[src/rtl/gate_lab_pkg.sv]
// gate_lab_pkg: gate opcodes, button indices and small helpers shared by the gate lab.
package gate_lab_pkg;

   // Width of the gate opcode and the widest operand gate_eval handles.
   localparam int GATE_OP_W  = 3;
   localparam int GATE_MAX_W = 32;

   // Button slots in the debouncer bank.
   localparam int BTN_A    = 0;
   localparam int BTN_B    = 1;
   localparam int BTN_MODE = 2;
   localparam int N_BTNS   = 3;

   typedef enum logic [GATE_OP_W-1:0] {
      GATE_AND    = 3'd0,
      GATE_OR     = 3'd1,
      GATE_XOR    = 3'd2,
      GATE_NAND   = 3'd3,
      GATE_NOR    = 3'd4,
      GATE_XNOR   = 3'd5,
      GATE_NOT_A  = 3'd6,
      GATE_PASS_B = 3'd7
   } gate_op_e;

   // Bitwise gate evaluation; callers zero-extend narrower operands and truncate the result.
   function automatic logic [GATE_MAX_W-1:0] gate_eval(
      input gate_op_e              op,
      input logic [GATE_MAX_W-1:0] a,
      input logic [GATE_MAX_W-1:0] b
   );
      logic [GATE_MAX_W-1:0] r;
      case (op)
         GATE_AND:    r = a & b;
         GATE_OR:     r = a | b;
         GATE_XOR:    r = a ^ b;
         GATE_NAND:   r = ~(a & b);
         GATE_NOR:    r = ~(a | b);
         GATE_XNOR:   r = ~(a ^ b);
         GATE_NOT_A:  r = ~a;
         GATE_PASS_B: r = b;
         default:     r = a & b;
      endcase
      return r;
   endfunction

   // Bits needed for a counter that must hold values 0..n.
   function automatic int cnt_width(input int n);
      return (n < 1) ? 1 : $clog2(n + 1);
   endfunction

endpackage

[src/rtl/gate_lab_btn_debounce.sv]
// btn_debounce: synchronises one raw button, filters contact bounce and emits a
// single-cycle pulse on each debounced press.
module btn_debounce
   import gate_lab_pkg::*;
#(
   parameter int DEBOUNCE_CYCLES = 270000,
   parameter int ACTIVE_LOW      = 1
) (
   input  logic clk,
   input  logic rst,
   input  logic btn_raw,
   output logic pressed,
   output logic press_pulse
);

   localparam int               CNT_W        = cnt_width(DEBOUNCE_CYCLES);
   localparam logic             RELEASED_RAW = (ACTIVE_LOW != 0);
   localparam logic [CNT_W-1:0] CNT_LAST     = CNT_W'(DEBOUNCE_CYCLES - 1);

   logic [1:0]       sync_reg;
   logic [1:0]       valid_reg;
   logic             sync_level;
   logic [CNT_W-1:0] cnt_reg;
   logic             stable_reg;
   logic             stable_d_reg;
   logic             armed_reg;
   logic             pulse_reg;

   // Synchronised level normalised so that 1 always means pressed.
   assign sync_level = sync_reg[1] ^ RELEASED_RAW;

   // Two-flop synchroniser; valid_reg marks when the synchroniser holds real samples.
   always_ff @(posedge clk or posedge rst) begin
      if (rst) begin
         sync_reg  <= {2{RELEASED_RAW}};
         valid_reg <= 2'b00;
      end else begin
         sync_reg  <= {sync_reg[0], btn_raw};
         valid_reg <= {valid_reg[0], 1'b1};
      end
   end

   // Debounce filter: adopt the new level only after DEBOUNCE_CYCLES disagreeing samples in a row.
   always_ff @(posedge clk or posedge rst) begin
      if (rst) begin
         cnt_reg    <= '0;
         stable_reg <= 1'b0;
      end else if (sync_level != stable_reg) begin
         if (cnt_reg == CNT_LAST) begin
            stable_reg <= sync_level;
            cnt_reg    <= '0;
         end else begin
            cnt_reg <= cnt_reg + CNT_W'(1);
         end
      end else begin
         cnt_reg <= '0;
      end
   end

   // Press edge detect; pulses are armed only once a real released sample has been seen,
   // so a button held through reset release never produces a press.
   always_ff @(posedge clk or posedge rst) begin
      if (rst) begin
         stable_d_reg <= 1'b0;
         armed_reg    <= 1'b0;
         pulse_reg    <= 1'b0;
      end else begin
         stable_d_reg <= stable_reg;
         armed_reg    <= armed_reg | (valid_reg[1] & ~sync_level);
         pulse_reg    <= armed_reg & stable_reg & ~stable_d_reg;
      end
   end

   assign pressed     = stable_reg;
   assign press_pulse = pulse_reg;

endmodule

[src/rtl/gate_lab.sv]
// gate_lab: two button-stepped operands and a button-stepped gate mode, with the
// gate result, mode and a heartbeat shown on active-low LEDs.
module gate_lab
   import gate_lab_pkg::*;
#(
   parameter int WIDTH           = 4,
   parameter int N_LEDS          = 8,
   parameter int DEBOUNCE_CYCLES = 270000,
   parameter int HB_CYCLES       = 13500000,
   parameter int BTN_ACTIVE_LOW  = 1
) (
   input  logic              clk,
   input  logic              rst,
   input  logic              btn_a,
   input  logic              btn_b,
   input  logic              btn_mode,
   output logic [N_LEDS-1:0] leds
);

   localparam int                   HB_W     = cnt_width(HB_CYCLES);
   localparam logic [HB_W-1:0]      HB_LAST  = HB_W'(HB_CYCLES - 1);
   localparam logic [GATE_OP_W-1:0] MODE_ONE = GATE_OP_W'(1);

   logic [N_BTNS-1:0]    btn_raws;
   logic [N_BTNS-1:0]    press;
   logic [N_BTNS-1:0]    pressed_unused;   // debounced levels, kept for probing only

   logic [WIDTH-1:0]     a_reg;
   logic [WIDTH-1:0]     b_reg;
   gate_op_e             mode_reg;
   logic [GATE_OP_W-1:0] mode_inc;
   logic [WIDTH-1:0]     result_next;
   logic [HB_W-1:0]      hb_cnt_reg;
   logic                 hb_reg;
   logic [N_LEDS-1:0]    leds_next;
   logic [N_LEDS-1:0]    leds_reg;

   assign btn_raws[BTN_A]    = btn_a;
   assign btn_raws[BTN_B]    = btn_b;
   assign btn_raws[BTN_MODE] = btn_mode;

   generate
      for (genvar gi = 0; gi < N_BTNS; gi++) begin : g_btn
         btn_debounce #(
            .DEBOUNCE_CYCLES(DEBOUNCE_CYCLES),
            .ACTIVE_LOW     (BTN_ACTIVE_LOW)
         ) u_btn (
            .clk        (clk),
            .rst        (rst),
            .btn_raw    (btn_raws[gi]),
            .pressed    (pressed_unused[gi]),
            .press_pulse(press[gi])
         );
      end
   endgenerate

   assign mode_inc = mode_reg + MODE_ONE;

   // Operand and mode registers; every pulse in a cycle is applied independently.
   always_ff @(posedge clk or posedge rst) begin
      if (rst) begin
         a_reg    <= '0;
         b_reg    <= '0;
         mode_reg <= GATE_AND;
      end else begin
         if (press[BTN_A]) a_reg <= a_reg + WIDTH'(1);
         if (press[BTN_B]) b_reg <= b_reg + WIDTH'(1);
         if (press[BTN_MODE]) mode_reg <= gate_op_e'(mode_inc);
      end
   end

   // Gate result from the registered operands; it is registered in the LED register below.
   assign result_next = WIDTH'(gate_eval(mode_reg, GATE_MAX_W'(a_reg), GATE_MAX_W'(b_reg)));

   // Free-running heartbeat: toggle every HB_CYCLES cycles.
   always_ff @(posedge clk or posedge rst) begin
      if (rst) begin
         hb_cnt_reg <= '0;
         hb_reg     <= 1'b0;
      end else if (hb_cnt_reg == HB_LAST) begin
         hb_cnt_reg <= '0;
         hb_reg     <= ~hb_reg;
      end else begin
         hb_cnt_reg <= hb_cnt_reg + HB_W'(1);
      end
   end

   // LED map (active low): result, mode, heartbeat; unused upper LEDs stay off.
   always_comb begin
      leds_next                                = '1;
      leds_next[WIDTH-1:0]                     = ~result_next;
      leds_next[WIDTH+GATE_OP_W-1:WIDTH]       = ~mode_reg;
      leds_next[WIDTH+GATE_OP_W]               = ~hb_reg;
   end

   // Registered LED drive; this register also holds the (inverted) gate result.
   always_ff @(posedge clk or posedge rst) begin
      if (rst) leds_reg <= '1;
      else     leds_reg <= leds_next;
   end

   assign leds = leds_reg;

endmodule
[config.mk]
export PLATFORM = sky130hd
export DESIGN_NAME = gate_lab
export DESIGN_NICKNAME = d
export VERILOG_FILES = /design/src/rtl/gate_lab_pkg.sv /design/src/rtl/gate_lab_btn_debounce.sv /design/src/rtl/gate_lab.sv
export SDC_FILE = /design/constraint.sdc
export NUM_CORES = 1
export LEC_CHECK = 0
export BUFFER_PORTS_ARGS = -buffer_cell sky130_fd_sc_hd__buf_2
export CORE_MARGIN = 5
export CORE_UTILIZATION = 40
export CTS_BUF_LIST = sky130_fd_sc_hd__clkbuf_2
export CTS_CLUSTER_SIZE = 30
export DETAILED_ROUTE_END_ITERATION = 8
export SLEW_MARGIN = 10
export SYNTH_ARGS = -nofsm -noshare
export SYNTH_HDL_FRONTEND = slang
export SYNTH_SLANG_ARGS = --single-unit
[constraint.sdc]
create_clock -name clk -period 8.3 [get_ports clk]
set_input_delay 2.49 -clock clk [delete_from_list [all_inputs] [get_ports clk]]
set_output_delay 2.49 -clock clk [all_outputs]
set_load 0.1 [all_outputs]
==> flow_summary.toml, run 1 <==
[worst_setup_path]
crit_start = "leds[1]"
setup.worst_path.end_class = "output port"
crit_chain = "buf_2"
rr_startpoint = "hb_cnt_reg[0]"
max_stage_delay_ns = 0.55
worstPathMaxFanout = 1
critPathLaunchType = "register"
critPathKind = "register to output port"
path_depth = 1
cpLargestDelayFamily = "flip-flops"
critPathCapture = "leds[1]"
cp_data_required_time_ns = 5.81
r2r-end = "hb_reg"
r2r_cells = 5
r2r_slack_ns = 5.98
cp_num_buf_inv = 1
cp_slowest_cell = "dfstp_2"
cp.arrival_ns = 1.63

[yosys]
yosysUniqueCellTypes = 50
syn_inst = 563
synth_top_cell_by_area = "dfrtp_1"
synth.avg_cell_area_sq_um = 10.3
synth_area_leaders = "dfrtp_1, dfstp_2, xnor2_1, ha_1, nor2_1"
synthFlopType = "dfrtp_1"
synth_edf_count = 0
synth_common_cells = "dfrtp_1, nor2_1, xnor2_1"
ys_ff_latch = 121
synth_area_sq_um = 5810
synthesis.nets = 588
yosysMostFrequentCell = "dfrtp_1"
yosysSeqAreaShare = 0.524
synth_top_area_frac = 0.461
yosys_warnings = 0
async_flop_share = 1.00

[place]
io_buffers = 12
dp_worst_setup_slack_ns = 4.24
place_area_sq_um = 6050
gp_congestion = 0.797
hpwl_mm = 7.13

[pwr]
p_leak_nw = 2.60
ir_worst_vdd_uv = 151
power_mw = 1.09
powerDensity_nw_per_um2 = 171

[grt]
grt_overflow = 0
grt_pass1_vias = 4167
grt_max_degree = 82
antenna_found_initial = 1
grt_first_pass_wirelength_mm = 18.8
grt_use_total = 0.137

[timing]
max_slew_margin = 0.295
finalHoldViolations = 0
grt_setup_unrepaired = "no"
fin_setup_tns_ns = 0
worst_pin_slew_ns = 1.05
drv_slew = 0
period_share = 0.497
finClkSkew_ns = 0.0252
layout_min_cycle_time_ns = 4.12
postLayoutSetupSlackWorst_ns = 4.18
finalSetupViolations = 0
max_freq_mhz = 243

[finish]
stdcell_area_sq_um = 6360
syn_to_final_growth_pct = 9.41
largest_register_ffs = 57
drive_gt1_frac = 0.133
fillers = 1397
nets = 607

[routing]
dr.pass1.iters = 4
wl_mm = 10.5
vias_per_cell = 5.27
drcViolationCount = 0
dr_wl_met3_um = 399
ant_nets = 0
drt-initial-drc-count = 255
avgRoutedWirePerCell_um = 13.4
met2RoutedLength_mm = 5.00
top_layer_used = "met4"
met1Wirelength_mm = 4.94
vias = 4111

[hold_path]
hold_path_class = "register to register"
whs_path_depth = 0

[clocking]
htreeDepth = 4
clkTransAtPathRegs_ns = 0.19
cts_setup_buffers = 0
clock_tree.root_cell = "clkbuf_2"
cts_buffers = 17
cts_hold_buf = 0
clock-sinks = 121
ctsResizeCount = 0
tritoncts = "built"
worstSkewPairLatency_ns = 0.68
clock_path_buffers = 2

[floorplanning]
rows = 44
die_x_um = 131
ioPinCount = 13
die_y_um = 131
core_sq_um = 14400
die_area_sq_um = 17000
initial_core_util = 0.404

[outcome]
status = "complete, no violations"

[job]
cap_violations = 0
## cells in the final DEF (no fill, tap or decap), types with 4 or more instances in the layout
cell type	netlist	routed
a21oi_1	22	22
a31o_2	4	4
and3_1	4	4
and4_1	9	9
buf_2	4	12
bufinv_16	0	5
clkbuf_2	2	17
dfrtp_1	107	107
dfstp_2	14	14
ha_1	20	20
inv_1	35	34
nand2_1	36	36
nand3_1	31	31
nand4_1	23	23
nor2_1	63	63
nor3_1	10	10
nor4_1	13	13
nor4b_1	5	5
o21ai_0	22	22
o31ai_1	6	6
or3_1	15	15
xnor2_1	41	41
xor2_1	23	23
## logic make-up (layout without fill, tap and decap cells)
logic type	Yosys count	in the layout	synth area share
AND/OR/NAND/NOR	233	233	0.217
flip-flops	121	121	0.524
AO/OA/AOI/OAI	74	74	0.0814
XOR/XNOR	64	64	0.0965
buffers and inverters	48	80	0.0336
adder cells (fa/ha/maj)	20	20	0.0431
multiplexers	2	2	0.00345
other	1	2	0.000645
## worst min path at each step
stage | startpoint | to | slack, ns
finish | g_btn[0].u_btn.sync_reg[0] | g_btn[0].u_btn.sync_reg[1] | 0.37
detailed placement | g_btn[2].u_btn.valid_reg[0] | g_btn[0].u_btn.valid_reg[1] | 0.33
floorplan | g_btn[2].u_btn.valid_reg[0] | g_btn[0].u_btn.valid_reg[1] | 0.33
CTS | g_btn[0].u_btn.sync_reg[0] | g_btn[0].u_btn.sync_reg[1] | 0.37
global route | g_btn[0].u_btn.sync_reg[0] | g_btn[0].u_btn.sync_reg[1] | 0.38
global placement | g_btn[2].u_btn.valid_reg[0] | g_btn[0].u_btn.valid_reg[1] | 0.34
## through the flow
step,util,std cells,hold WS [ns]
after CTS,0.442,779,0.371
final,0.442,780,0.371
after detailed placement,0.421,747,0.335
after global placement,0.421,747,0.336
after floorplan,-,563,0.331
after global routing,0.442,780,0.380
## layout make-up
cell class                 instances  area, sq um  area share
sequential                       121         3050       0.479
multi-input combinational        394         2570       0.404
inverter                          35          134      0.0211
tap                              184          230      0.0362
antenna                            1         2.50    0.000394
clock buffer                      17         85.1      0.0134
clock inverter                    15          223      0.0350
timing repair buffer              13         67.6      0.0106
## where the power goes
group	leakage, nW	switching, mW	internal [mW]	total (mW)
Sequential	1.60	0.00503	0.597	0.602
Combinational	0.834	0.0186	0.00521	0.0238
Clock	0.171	0.232	0.229	0.461
## per-layer routing
| metal | global-route usage | vias up |
|---|---|---|
| met4 | 0.0508 | 0 |
| met5 | 0 | - |
| met1 | 0.171 | 2021 |
| li1 | - | 2022 |
| met3 | 0.0455 | 13 |
| met2 | 0.223 | 55 |
Note: power is estimated with default switching activity, not from simulation.
==> inputs of run 2 (changes only) <==
==> constraint.sdc (replaced) <==
create_clock -name clk -period 3.6 [get_ports clk]
set_input_delay 1.08 -clock clk [delete_from_list [all_inputs] [get_ports clk]]
set_output_delay 1.08 -clock clk [all_outputs]
set_load 0.1 [all_outputs]
==> flow_summary.toml, run 2 (synthesis gave the netlist of run 1 again) <==
[clocking]
cts_setup_buffers = 0
ctsResizeCount = 0
clock_path_buffers = 2
worstSkewPairLatency_ns = 0.66
clock_tree.root_cell = "clkbuf_2"
cts_hold_buf = 0
clock-sinks = 121
clkTransAtPathRegs_ns = 0.17
htreeDepth = 4
tritoncts = "built"
cts_buffers = 17

[floorplanning]
die_y_um = 131
initial_core_util = 0.404
die_x_um = 131
rows = 44
core_sq_um = 14400
die_area_sq_um = 17000
ioPinCount = 13

[pwr]
p_seq_frac = 0.580
ir_worst_vdd_uv = 204
clockPowerShare = 0.395
power_mw = 2.40
switchingPower_mw = 0.550
p_int_mw = 1.84
comb_power_share = 0.025
swShare = 0.230
p_leak_nw = 2.60
powerDensity_nw_per_um2 = 378

[worst_setup_path]
cpLargestDelayFamily = "flip-flops"
crit_chain = "buf_2"
rr_startpoint = "hb_cnt_reg[0]"
r2r_cells = 5
cp.arrival_ns = 1.59
cp_data_required_time_ns = 2.52
r2r_slack_ns = 1.41
cp_num_buf_inv = 1
cp_slowest_cell = "dfstp_2"
worstPathMaxFanout = 1
r2r-end = "hb_cnt_reg[10]"
setup.worst_path.end_class = "output port"
critPathKind = "register to output port"
max_stage_delay_ns = 0.55
critPathLaunchType = "register"

[grt]
grt_overflow = 0
top_usage_layer = "met2"
grt_pass1_vias = 4198
grt_use_total = 0.142
grt_max_degree = 46
antenna_found_initial = 1
grt_use_met1 = 0.187
met2_usage = 0.220
grt.met3_usage = 0.0431
grt_first_pass_wirelength_mm = 19.4

[hold_path]
min_from = "g_btn[0].u_btn.sync_reg[0]"
hold_path_class = "register to register"
holdPathEnd = "g_btn[0].u_btn.sync_reg[1]"
whs_path_depth = 0

[job]
cap_violations = 0

[routing]
avgRoutedWirePerCell_um = 13.8
drt-initial-drc-count = 282
vias = 4102
ant_nets = 0
wl_mm = 10.8
drcViolationCount = 0
vias_per_cell = 5.25
dr.pass1.iters = 5

[timing]
worst_hold_slack_ns = 0.370
max_slew_margin = 0.365
finalSetupViolations = 0
fin_setup_tns_ns = 0
max_freq_mhz = 374
finalHoldViolations = 0
layout_min_cycle_time_ns = 2.67
period_share = 0.743
grt_setup_unrepaired = "no"
worst_pin_slew_ns = 0.946
finClkSkew_ns = 0.0350
drv_slew = 0

[finish]
layoutNonFillerInstCount = 782
fillers = 1365
drive_gt1_frac = 0.131
layout_common_cells = "dfrtp_1, nor2_1, xnor2_1, nand2_1, inv_1"
largest_register_ffs = 57
mostFrequentLayoutCell = "dfrtp_1"
stdcell_area_sq_um = 6340
nets = 609
syn_to_final_growth_pct = 9.07

[outcome]
status = "complete, no violations"

[place]
hpwl_mm = 7.34
gp_congestion = 0.821
dp.cells = 749
io_buffers = 12
place_area_sq_um = 6080
-- run 2: metrics by stage --
step / worst slack [ns] / utilization
6_report: 0.926 / 0.441
5_1_grt: 0.780 / 0.441
4_1_cts: 0.809 / 0.441
3_5_place_dp: 1.40 / 0.423
3_3_place_gp: 1.46 / 0.423
2_1_floorplan: 1.05 / -
-- run 2: final cells by class --
cell class                      instances  area (sq um)  area share
Antenna cell                            1          2.50    0.000395
Clock buffer                           20           100      0.0158
Clock inverter                         12           159      0.0251
Inverter                               35           135      0.0213
Multi-Input combinational cell        394          2570       0.406
Sequential cell                       121          3050       0.481
Tap cell                              184           230      0.0363
Timing Repair Buffer                   15          95.1      0.0150
-- run 2: power groups by stage --
stage | Sequential [mW] | Clock, mW | Combinational (mW)
2_1_floorplan | 1.41 | 0 | 0.0442
3_3_place_gp | 1.41 | 0 | 0.0614
3_5_place_dp | 1.41 | 0 | 0.0632
4_1_cts | 1.39 | 0.987 | 0.0634
5_1_grt | 1.39 | 1.04 | 0.0724
6_report | 1.39 | 0.946 | 0.0603
-- run 2: worst max-delay path by stage --
stage                        startpoint            end  cells after the start
final                           leds[7]        leds[7]                      1
after global routing            leds[7]        leds[7]                      1
after CTS                       leds[7]        leds[7]                      1
after detailed placement  hb_cnt_reg[0]  hb_cnt_reg[6]                      5
after global placement    hb_cnt_reg[0]         hb_reg                      5
after floorplan                     rst       a_reg[0]                      1
-- run 2: routing by layer --
layer,vias to the layer above,wire (um)
li1,2033,-
met1,1988,5210
met2,68,5010
met3,13,414
met4,0,141
met5,-,0
==> inputs of run 3 (changes only) <==
==> constraint.sdc (replaced) <==
create_clock -name clk -period 2.56 [get_ports clk]
set_input_delay 0.768 -clock clk [delete_from_list [all_inputs] [get_ports clk]]
set_output_delay 0.768 -clock clk [all_outputs]
set_load 0.1 [all_outputs]
==> flow_summary.toml, run 3 (synthesis gave the netlist of run 1 again) <==
[outcome]
status = "complete, no violations"

[floorplanning]
initial_core_util = 0.404
die_x_um = 131
die_area_sq_um = 17000
die_y_um = 131
rows = 44
core_sq_um = 14400
ioPinCount = 13

[worst_setup_path]
rr_startpoint = "g_btn[2].u_btn.cnt_reg[0]"
critPathKind = "register to output port"
cp.arrival_ns = 1.62
cp_num_buf_inv = 1
cpLargestDelayFamily = "flip-flops"
r2r-end = "g_btn[2].u_btn.cnt_reg[18]"
r2r_cells = 5
max_stage_delay_ns = 0.54
r2r_slack_ns = 0.60
worstPathMaxFanout = 1
critPathLaunchType = "register"
cp_data_required_time_ns = 1.79
crit_chain = "buf_2"
cp_slowest_cell = "dfstp_2"
setup.worst_path.end_class = "output port"

[finish]
nets = 614
layout_common_cells = "dfrtp_1, nor2_1, xnor2_1, nand2_1, inv_1"
syn_to_final_growth_pct = 9.95
utilization = 0.445
layoutNonFillerInstCount = 787
largest_register_ffs = 57
mostFrequentLayoutCell = "dfrtp_1"
drive_gt1_frac = 0.135

[clocking]
clock_path_buffers = 2
clkTransAtPathRegs_ns = 0.16
worstSkewPairLatency_ns = 0.66
tritoncts = "built"
htreeDepth = 4
cts_buffers = 17
clock_tree.root_cell = "clkbuf_2"
ctsResizeCount = 0
clock-sinks = 121

[pwr]
switchingPower_mw = 0.747
clockPowerShare = 0.391
powerDensity_nw_per_um2 = 525
p_leak_nw = 2.63
swShare = 0.223
power_mw = 3.35
comb_power_share = 0.026
p_seq_frac = 0.582
p_int_mw = 2.60
ir_worst_vdd_uv = 324

[job]
cap_violations = 0

[timing]
grt_setup_unrepaired = "no"
max_slew_margin = 0.657
layout_min_cycle_time_ns = 2.39
drv_slew = 0
finalHoldViolations = 0
worst_pin_slew_ns = 0.510
postLayoutSetupSlackWorst_ns = 0.171
finalSetupViolations = 0
fin_setup_tns_ns = 0
max_freq_mhz = 419
finClkSkew_ns = 0.0228
period_share = 0.933

[hold_path]
min_from = "btn_mode"
holdPathEnd = "g_btn[2].u_btn.sync_reg[0]"
hold_path_class = "input pin to register"
whs_path_depth = 1

[routing]
drcViolationCount = 0
drt-initial-drc-count = 237
vias_per_cell = 5.21
vias = 4098
ant_nets = 0
wl_mm = 10.3
avgRoutedWirePerCell_um = 13.0
dr.pass1.iters = 5

[place]
hpwl_mm = 7.02
dp.cells = 753
io_buffers = 12
dp_worst_setup_slack_ns = 0.618
gp_congestion = 0.814

[grt]
antenna_found_initial = 1
grt_first_pass_wirelength_mm = 18.7
grt_use_total = 0.136
grt_pass1_vias = 4134
grt_overflow = 0
grt_max_degree = 64
[run 3: what timing repair did]
| action | CTS | global route |
|---|---|---|
| endpoints found under the hold margin | 7 | 0 |
| buffers inserted | 0 | 0 |
| hold buffers | 1 | 0 |
| setup endpoints to repair | 0 | 0 |
[run 3: routing by layer]
layer / vias up / GRT usage / part of all wire
met5: - / 0 / 0
met4: 0 / 0.0538 / 0.014
met3: 12 / 0.0431 / 0.036
met2: 51 / 0.212 / 0.47
met1: 2000 / 0.177 / 0.48
li1: 2035 / - / -
[run 3: area by class of cell]
type | count | area (sq um)
tap | 184 | 230
inverter | 35 | 135
fill | 1325 | 7980
multi-input combinational | 394 | 2570
timing repair buffer | 20 | 148
sequential | 121 | 3050
clock inverter | 11 | 153
antenna | 1 | 2.50
clock buffer | 21 | 105
[run 3: how the worst max path moves through the flow]
stage               cells after the start                      start                          to  slack [ns]
floorplan                               1                        rst                    a_reg[0]        0.32
global placement                        5  g_btn[1].u_btn.cnt_reg[0]  g_btn[1].u_btn.cnt_reg[18]        0.67
detailed placement                      5  g_btn[2].u_btn.cnt_reg[0]  g_btn[2].u_btn.cnt_reg[18]        0.62
CTS                                     1                    leds[7]                     leds[7]        0.08
global route                            1                    leds[5]                     leds[5]        0.05
finish                                  1                    leds[4]                     leds[4]        0.17
[run 3: worst reg2reg max path: stages (launching register included)]
cell and delay, ns:
dfrtp_1 0.42, ha_1 0.21, nand3_1 0.18, or3_1 0.46, or4_1 0.48, a21oi_1 0.15
[run 3: through the flow]
step	hold slack [ns]	area (sq um)
after global routing	0.0555	6390
after floorplan	0.331	5810
after global placement	0.331	6120
after CTS	0.0773	6390
after detailed placement	0.336	6120
final	0.172	6390
[run 3: power by group through the flow]
stage                     sequential, mW  combinational [mW]  clock (mW)
final                               1.95              0.0887        1.31
after floorplan                     1.98              0.0622           0
after global placement              1.98              0.0901           0
after detailed placement            1.99              0.0924           0
after CTS                           1.95              0.0942        1.37
after global routing                1.96               0.105        1.47
